File: src/rtl/serial_collector.sv
// serial_collector: assembles LSB-first serial frames into a parallel word with a valid/ready handshake
module serial_collector #(
  parameter int WIDTH = 4
) (
  input  logic             CLK,
  input  logic             RST,
  input  logic             Start,
  input  logic             In,
  input  logic             Ready,
  output logic [WIDTH-1:0] Data,
  output logic             Valid,
  output logic             Busy,
  output logic             Overrun
);
  localparam int CW = $clog2(WIDTH + 1);
  typedef enum logic [1:0] {IDLE, SHIFT, HOLD} state_t;
  state_t state, state_next;
  logic [WIDTH-1:0] sr, sr_shift;
  logic [CW-1:0] cnt;
  logic last, take;
  assign sr_shift = {In, sr[WIDTH-1:1]};
  assign last = cnt == CW'(WIDTH - 1);
  assign take = Start && (state == IDLE || (state == HOLD && Ready));
  // state register
  always_ff @(posedge CLK) begin
    if (RST) state <= IDLE;
    else state <= state_next;
  end
  // next state: a held word blocks new frames until it is consumed
  always_comb begin
    state_next = state == IDLE  ? (Start ? SHIFT : IDLE) :
                 state == SHIFT ? (last ? HOLD : SHIFT) :
                 (Ready ? (Start ? SHIFT : IDLE) : HOLD);
  end
  // state-decoded status outputs
  always_comb begin
    Busy = state == SHIFT;
    Valid = state == HOLD;
  end
  // datapath: shift register, bit count, output word and sticky overrun
  always_ff @(posedge CLK) begin
    if (RST) begin
      sr <= '0;
      cnt <= '0;
      Data <= '0;
      Overrun <= 1'b0;
    end else begin
      if (take || state == SHIFT) sr <= sr_shift;
      if (take) cnt <= CW'(1);
      else if (state == SHIFT) cnt <= last ? '0 : cnt + CW'(1);
      if (state == SHIFT && last) Data <= sr_shift;
      if (state == HOLD && !Ready && Start) Overrun <= 1'b1;
    end
  end
endmodule

File: config.mk
export PLATFORM = sky130hd
export DESIGN_NAME = serial_collector
export DESIGN_NICKNAME = d
export VERILOG_FILES = /design/src/rtl/serial_collector.sv
export SDC_FILE = /design/constraint.sdc
export NUM_CORES = 1
export LEC_CHECK = 0
export CORE_UTILIZATION = 44
export DETAILED_ROUTE_END_ITERATION = 12
export PLACE_DENSITY = 0.72
export SETUP_SLACK_MARGIN = 0.4
export SYNTH_ARGS = -nofsm -noshare
export SYNTH_HDL_FRONTEND = slang
export SYNTH_SLANG_ARGS = --single-unit
File: constraint.sdc
create_clock -name CLK -period 2.5 [get_ports CLK]
set_input_delay 0.75 -clock CLK [delete_from_list [all_inputs] [get_ports CLK]]
set_output_delay 0.75 -clock CLK [all_outputs]
set_load 0.005 [all_outputs]
==> flow_summary.html <==
<table>
<tr><th>Metric</th><th>Value</th></tr>
<tr><th colspan="2">Status</th></tr>
<tr><td>Run status</td><td>completed</td></tr>
<tr><th colspan="2">Timing</th></tr>
<tr><td>Final hold violation count</td><td>0</td></tr>
<tr><td>Worst hold slack</td><td>0.483 ns</td></tr>
<tr><td>Top achievable clock speed</td><td>495 MHz</td></tr>
<tr><td>Max Transition Viols Final</td><td>0</td></tr>
<tr><td>Setup violations, final</td><td>0</td></tr>
<tr><td>Final critical delay including setup and external delays</td><td>2.02 ns</td></tr>
<tr><td>Maximum clock skew at final layout</td><td>0.00960 ns</td></tr>
<tr><td>Actual transition at the worst max-transition pin</td><td>0.523 ns</td></tr>
<tr><td>Setup_tns</td><td>0 ns</td></tr>
<tr><td>Unrepaired setup endpoints after global routing</td><td>no</td></tr>
<tr><td>Headroom to the max-slew limit</td><td>0.650</td></tr>
<tr><td>Period utilisation layout</td><td>0.808</td></tr>
<tr><th colspan="2">Clocking</th></tr>
<tr><td>Clock latency of the later-clocked register in the worst-skew pair</td><td>0.28 ns</td></tr>
<tr><td>Post-CTS setup buffer count</td><td>0</td></tr>
<tr><td>Clk pin slew, worst setup/hold paths</td><td>0.09 ns</td></tr>
<tr><td>CTS tree</td><td>done</td></tr>
<tr><td>Quantity of hold-fixing buffers added after cts</td><td>0</td></tr>
<tr><td>Number of levels in the clock H-tree</td><td>1</td></tr>
<tr><td>TritonCTS buffer count</td><td>3</td></tr>
<tr><td>Clock buffer depth</td><td>2</td></tr>
<tr><td>Clock sink count</td><td>13</td></tr>
<tr><td>CTS Root Cell</td><td>sky130_fd_sc_hd__clkbuf_4</td></tr>
<tr><th colspan="2">Finish</th></tr>
<tr><td>Most frequent cells in the layout</td><td>sky130_fd_sc_hd__dfxtp_1, sky130_fd_sc_hd__clkdlybuf4s50_1, sky130_fd_sc_hd__mux2i_1, sky130_fd_sc_hd__nor2_1, sky130_fd_sc_hd__nand2b_1</td></tr>
<tr><td>NumNets Final</td><td>77</td></tr>
<tr><td>Fraction of layout cells with a size suffix above 1</td><td>0.143</td></tr>
<tr><td>Synthesis-to-layout area growth</td><td>26.2%</td></tr>
<tr><td>Finished Layout Cells</td><td>84</td></tr>
<tr><td>Most common cell after layout, fill and taps aside</td><td>sky130_fd_sc_hd__dfxtp_1</td></tr>
<tr><td>Diodes inserted</td><td>0</td></tr>
<tr><td>Post-Route Utilization</td><td>0.630</td></tr>
<tr><th colspan="2">Setup path</th></tr>
<tr><td>Sort of element at the end of the critical path</td><td>primary output</td></tr>
<tr><td>Library cell contributing the largest single delay on the critical path</td><td>sky130_fd_sc_hd__clkdlybuf4s50_1</td></tr>
<tr><td>Max Fanout on Critical Path</td><td>6</td></tr>
<tr><td>Req. time, crit path</td><td>1.75 ns</td></tr>
<tr><td>Worst-path cell chain</td><td>nor2b_1 &gt; clkdlybuf4s50_1</td></tr>
<tr><td>Delay of the slowest cell on the worst path</td><td>0.50 ns</td></tr>
<tr><td>CP Launch Type</td><td>flip-flop</td></tr>
<tr><td>Worst setup path category</td><td>reg -&gt; out</td></tr>
<tr><td>Arrival time reported for the critical path endpoint</td><td>1.27 ns</td></tr>
<tr><th colspan="2">Route</th></tr>
<tr><td>Number of design rule violations left after detail routing</td><td>0</td></tr>
<tr><td>Wire length after detailed routing</td><td>1010 um</td></tr>
<tr><td>Routed Antenna Nets</td><td>0</td></tr>
<tr><td>Mean number of vias per cell</td><td>5.23</td></tr>
<tr><td>Initial drt markers</td><td>5</td></tr>
<tr><td>Post-detailed-route wirelength per cell</td><td>12.0 um</td></tr>
<tr><td>Vias post-DR</td><td>439</td></tr>
<tr><td>Pre-antenna DRT Iters</td><td>4</td></tr>
<tr><th colspan="2">Synth</th></tr>
<tr><td>Total nets after synthesis</td><td>63</td></tr>
<tr><td>Synth cell types</td><td>21</td></tr>
<tr><td>Netlist Area Pre-Place</td><td>577 sq um</td></tr>
<tr><td>Warnings, synthesis</td><td>0</td></tr>
<tr><td>Synthesized instance count</td><td>57</td></tr>
<tr><td>Mean post-synth cell area</td><td>10.1 sq um</td></tr>
<tr><td>Flip-flop and latch count after synthesis</td><td>13</td></tr>
<tr><td>Part of the Yosys area used for sequential elements</td><td>0.451</td></tr>
<tr><th colspan="2">Floorplanning</th></tr>
<tr><td>Die outline width</td><td>38.2 um</td></tr>
<tr><td>Core area</td><td>1160 sq um</td></tr>
<tr><td>Initial Utilization</td><td>0.499</td></tr>
<tr><td>Floorplan die height</td><td>38.2 um</td></tr>
<tr><td>Number of rows in the core area</td><td>12</td></tr>
<tr><td>Number of placed I/O pins</td><td>12</td></tr>
<tr><td>Die area</td><td>1460 sq um</td></tr>
<tr><th colspan="2">Placement</th></tr>
<tr><td>Port-buffer cells</td><td>11</td></tr>
<tr><td>Placed wire-length estimate after detailed placement</td><td>676 um</td></tr>
<tr><td>Number of placed cells counting well taps</td><td>80</td></tr>
<tr><td>Global placer's final weighted congestion</td><td>0.695</td></tr>
<tr><th colspan="2">Power</th></tr>
<tr><td>Worst ir drop on vdd</td><td>0.396 mV</td></tr>
<tr><td>Standby leakage power</td><td>0.263 nW</td></tr>
<tr><td>Ratio of total power to cell area</td><td>542 nW/um^2</td></tr>
<tr><th colspan="2">GRT</th></tr>
<tr><td>First-pass GRT wire length</td><td>1550 um</td></tr>
<tr><td>Pin count of the biggest net entering global routing</td><td>15</td></tr>
<tr><td>Global route total overflow</td><td>0</td></tr>
<tr><td>Number of global-route vias before repair</td><td>345</td></tr>
<tr><td>Antenna violations before repair</td><td>0</td></tr>
<tr><td>Total track usage</td><td>0.164</td></tr>
<tr><th colspan="2">Hold path</th></tr>
<tr><td>Worst min path class</td><td>reg -&gt; reg</td></tr>
<tr><th colspan="2">Flow run</th></tr>
<tr><td>Count of max-cap constraint violations</td><td>0</td></tr>
</table>
## flip-flops by register name, summed over array words and instances (netlist names)
name / count
cnt: 3
sr: 3
state: 2
Data: 4
Overrun: 1
## synthesized netlist by cell type (all sizes together)
cell	n	area, sq um
nor2b	3	18.8
nor2	7	26.3
inv	2	7.50
a211oi	1	12.5
o2bb2ai	1	8.76
nand3	2	10.0
mux2i	7	70.1
nand3b	1	7.51
and4bb	1	12.5
a22oi	1	7.51
nand2b	8	52.6
buf	2	11.3
ha	1	12.5
a21oi	3	15.0
a2111oi	1	27.5
nand2	2	7.51
and2	1	8.76
dfxtp	13	260
## layer usage
layer  wire [um]  global-route usage
met1         521               0.229
met2         408               0.208
met3          72              0.0930
met4           4              0.0536
met5           0                   0
## critical path, delay by kind of cell (launching register included)
| kind | cells | cell delay, ns |
|---|---|---|
| buffers and inverters | 1 | 0.50 |
| AND/OR/NAND/NOR | 1 | 0.13 |
| flip-flops | 1 | 0.37 |
## cell type report
class	instances	area, sq um
Sequential cell	13	263
Multi-Input combinational cell	40	303
Fill cell	98	428
Tap cell	14	17.5
Inverter	2	10.0
Timing Repair Buffer	11	109
Clock buffer	4	26.3
## kinds of logic after synthesis
kind of cell	share of synthesized area
AO/OA/AOI/OAI	0.124
adder cells (fa/ha/maj)	0.0217
buffers and inverters	0.0325
flip-flops	0.451
multiplexers	0.121
AND/OR/NAND/NOR	0.249
## worst paths after layout
path	startpoint	to	slack (ns)	cells after the start
worst max-delay path	state[1]$_SDFF_PP0_	Valid	0.48	2
worst min-delay path	sr[1]$_SDFFE_PP0P_	sr[1]$_SDFFE_PP0P_	0.48	2
worst max register to register	cnt[0]$_SDFFE_PP0P_	Data[3]$_SDFFE_PP0P_	1.05	4
worst min register to register	sr[1]$_SDFFE_PP0P_	sr[1]$_SDFFE_PP0P_	0.48	2
## through the flow
| step | instance area (sq um) | total power [W] | worst slack, ns |
|---|---|---|---|
| floorplan | 577 | 0.000251 | 1.07 |
| global placement | 693 | 0.000266 | 0.550 |
| detailed placement | 693 | 0.000266 | 0.529 |
| CTS | 728 | 0.000399 | 0.476 |
| global route | 728 | 0.000417 | 0.437 |
| finish | 728 | 0.000394 | 0.480 |
## report_power, final
part           internal, W  switching [W]
Clock            0.0000618      0.0000699
Sequential        0.000214     0.00000608
Combinational    0.0000219      0.0000208
## repair_timing
item / CTS / global route
endpoints found under the hold margin: 0 / 0
resized for setup: 5 / 0
setup endpoints to repair: 1 / 0
Note: power is estimated with default switching activity, not from simulation.
==> edit: new RTL, same settings <==
Change the parameter `WIDTH` from 4 to 16.
--- a/src/rtl/serial_collector.sv
+++ b/src/rtl/serial_collector.sv
@@ -2,3 +2,3 @@
 module serial_collector #(
-  parameter int WIDTH = 4
+  parameter int WIDTH = 16
 ) (
Ports: changed (resized Data); port bits go from 12 to 24. No check against the original RTL was run, so the function may have changed too.
==> edit against the unedited design <==
Clock skew hardly changed; routed wire length rose to 2.7 times the old value; worst setup slack barely moved; sequential power grew to 2.9 times the old value; power grew to 3.0 times the old value; area after synthesis grew to 2.7 times the old value; synthesized cell count increased to 2.8 times the old value; sequential share of layout area grew 4.5 points; sequential cell count rose by 26; design area grew to 2.7 times the old value; hold slack got worse by 19 ps.
==> edit: results (changes against the unedited design) <==
Post-layout nets 191 (was 77); Worst Skew 9.21 ps (was 9.60 ps); Hold Crit Class reg2reg (unchanged); RePlAce Congestion 0.689 (was 0.695); biggest regs Data (16), sr (15), cnt (5) (was Data (4), cnt (3), sr (3)); Buffers excl. clock 27 (was 11); Logic pwr share 8.6% (was 10.8%); NetSw 269 uW (was 96.8 uW); htree depth 2 (was 1); per-cell routed wire length 11.8 um (was 12.0 um); register area 786 um^2 (was 263 um^2); Clock net power 443 uW (was 132 uW); Synth area leaders dfxtp_1 49%, mux2i_1 9.5%, nand2_4 6.4%, a21oi_2 5.5%, nand2_1 5.5% (was dfxtp_1 45%, mux2i_1 12%, nand2b_1 7.6%, a2111oi_4 4.8%, nor2_1 4.6%); Largest register FFs 16 (was 4); fraction of layout cells with a size suffix above 1 22.0% (was 14.3%); syn nets 165 (was 63); CP max stage delay 360 ps (was 500 ps); I/O Buffers 23 (was 11); clock latency on the worst-skew pair 350 ps (was 280 ps); Cell Area, Placed 1820 um^2 (was 693 um^2); leakage power 0.721 nW (was 0.263 nW); Reg clk slew, reported paths 120 ps (was 90 ps); Final Core Density 57.1% (was 63.0%); capturing point of the worst reg2reg path Data[1] (was Data[3]); R2R cell count 5 (was 4); cells after synthesis 159 (was 57); first-pass GRT wire length 4.53 mm (was 1.55 mm); die area 3840 um^2 (was 1460 um^2); CP Max Fanout 7 (was 6); Data buffer area share 13.3% (was 14.9%); PwrDens 611 nW/um^2 (was 542 nW/um^2); #MultiIn Comb 110 (was 40); pre-CTS setup slack 290 ps (was 529 ps); number of CTS-inserted buffers 5 (was 3); flop2flop setup slack 760 ps (was 1050 ps); #FFs+latches synth 39 (was 13); post-placement cell count 222 (was 80); Worst VDD drop 329 uV (was 396 uV); CLK BUF 6 (was 4); most common library cells after synthesis 39 x dfxtp_1, 23 x nand2_1, 22 x nor2_1 (was 13 x dfxtp_1, 7 x mux2i_1, 7 x nand2b_1, 7 x nor2_1); DP Wirelength 1.87 mm (was 676 um); DR iter-0 viols 38 (was 5); Clock-cell share 4.46% (was 3.61%); status finished clean (unchanged); Max-Slew Margin vs Limit 57.6% (was 65.0%); WHS 463 ps (was 483 ps); Worst Hold End Data[3] (was sr[1]); worst hold stages 2 (unchanged); routed vias 1,153 (was 439); Ys Warns 0 (unchanged); Distinct cells, synth 32 (was 21); Clock Path Buffers 2 (unchanged); GRT Total Usage 16.7% (was 16.4%); largest net degree at the start of global routing 32 (was 15); Critical-path top delay cell dfxtp_4 (was clkdlybuf4s50_1); worst hold start Data[3] (was sr[1]); Fill cells 305 (was 98); vias in the first global route 1,080 (was 345); sequential area share after synthesis 49.3% (was 45.1%); vias per inst 4.97 (was 5.23)
edit: cell count changes after synthesis, moves of 7 or more:
cell / before / now
dfxtp_1: 13 / 39
nand2_1: 2 / 23
nor2_1: 7 / 22
a21oi_2: 0 / 10
nand2_4: 0 / 9
mux2i_1: 7 / 15
nand2b_1: 7 / 0
edit: what timing repair did:
item	in CTS	in global routing
gates resized for setup	8	1
endpoints found under the setup margin	2	7
cloned	0	0
endpoints found under the hold margin	0	0
setup buffers	2	0
edit: cell families (layout without fill, tap and decap cells):
| group | after synthesis | in the layout | synth area share [%] |
|---|---|---|---|
| XOR/XNOR | 2 | 2 | 1.11 |
| AND/OR/NAND/NOR | 71 | 71 | 24.7 |
| AO/OA/AOI/OAI | 21 | 21 | 10.1 |
| flip-flops | 39 | 39 | 49.3 |
| adder cells (fa/ha/maj) | 1 | 1 | 0.790 |
| multiplexers | 15 | 15 | 9.49 |
| buffers and inverters | 10 | 37 | 4.43 |
edit: layer usage:
| metal | part of all wire [%] | track usage, % | vias to the layer above |
|---|---|---|---|
| li1 | - | - | 580 |
| met3 | 4.1 | 6.21 | 6 |
| met2 | 51 | 27.1 | 25 |
| met5 | 0 | 0 | - |
| met4 | 2.2 | 8.57 | 0 |
| met1 | 43 | 19.3 | 542 |
edit: worst max-delay path by stage:
| stage | cells after the start | endpoint | slack (ps) | start |
|---|---|---|---|---|
| final | 4 | Busy | 480 | state[0] |
| after global routing | 4 | Busy | 410 | state[0] |
| after CTS | 5 | Data[1] | 410 | cnt[0] |
| after detailed placement | 6 | sr[15] | 290 | Ready |
| after global placement | 6 | sr[14] | 350 | Ready |
| after floorplan | 3 | Data[2] | 900 | RST |
edit: critical path, delay by kind of cell, from the launching register on:
family	cells	cell delay, ps
DFF	1	360
buffers and inverters	3	470
and+or+nand+nor	1	100
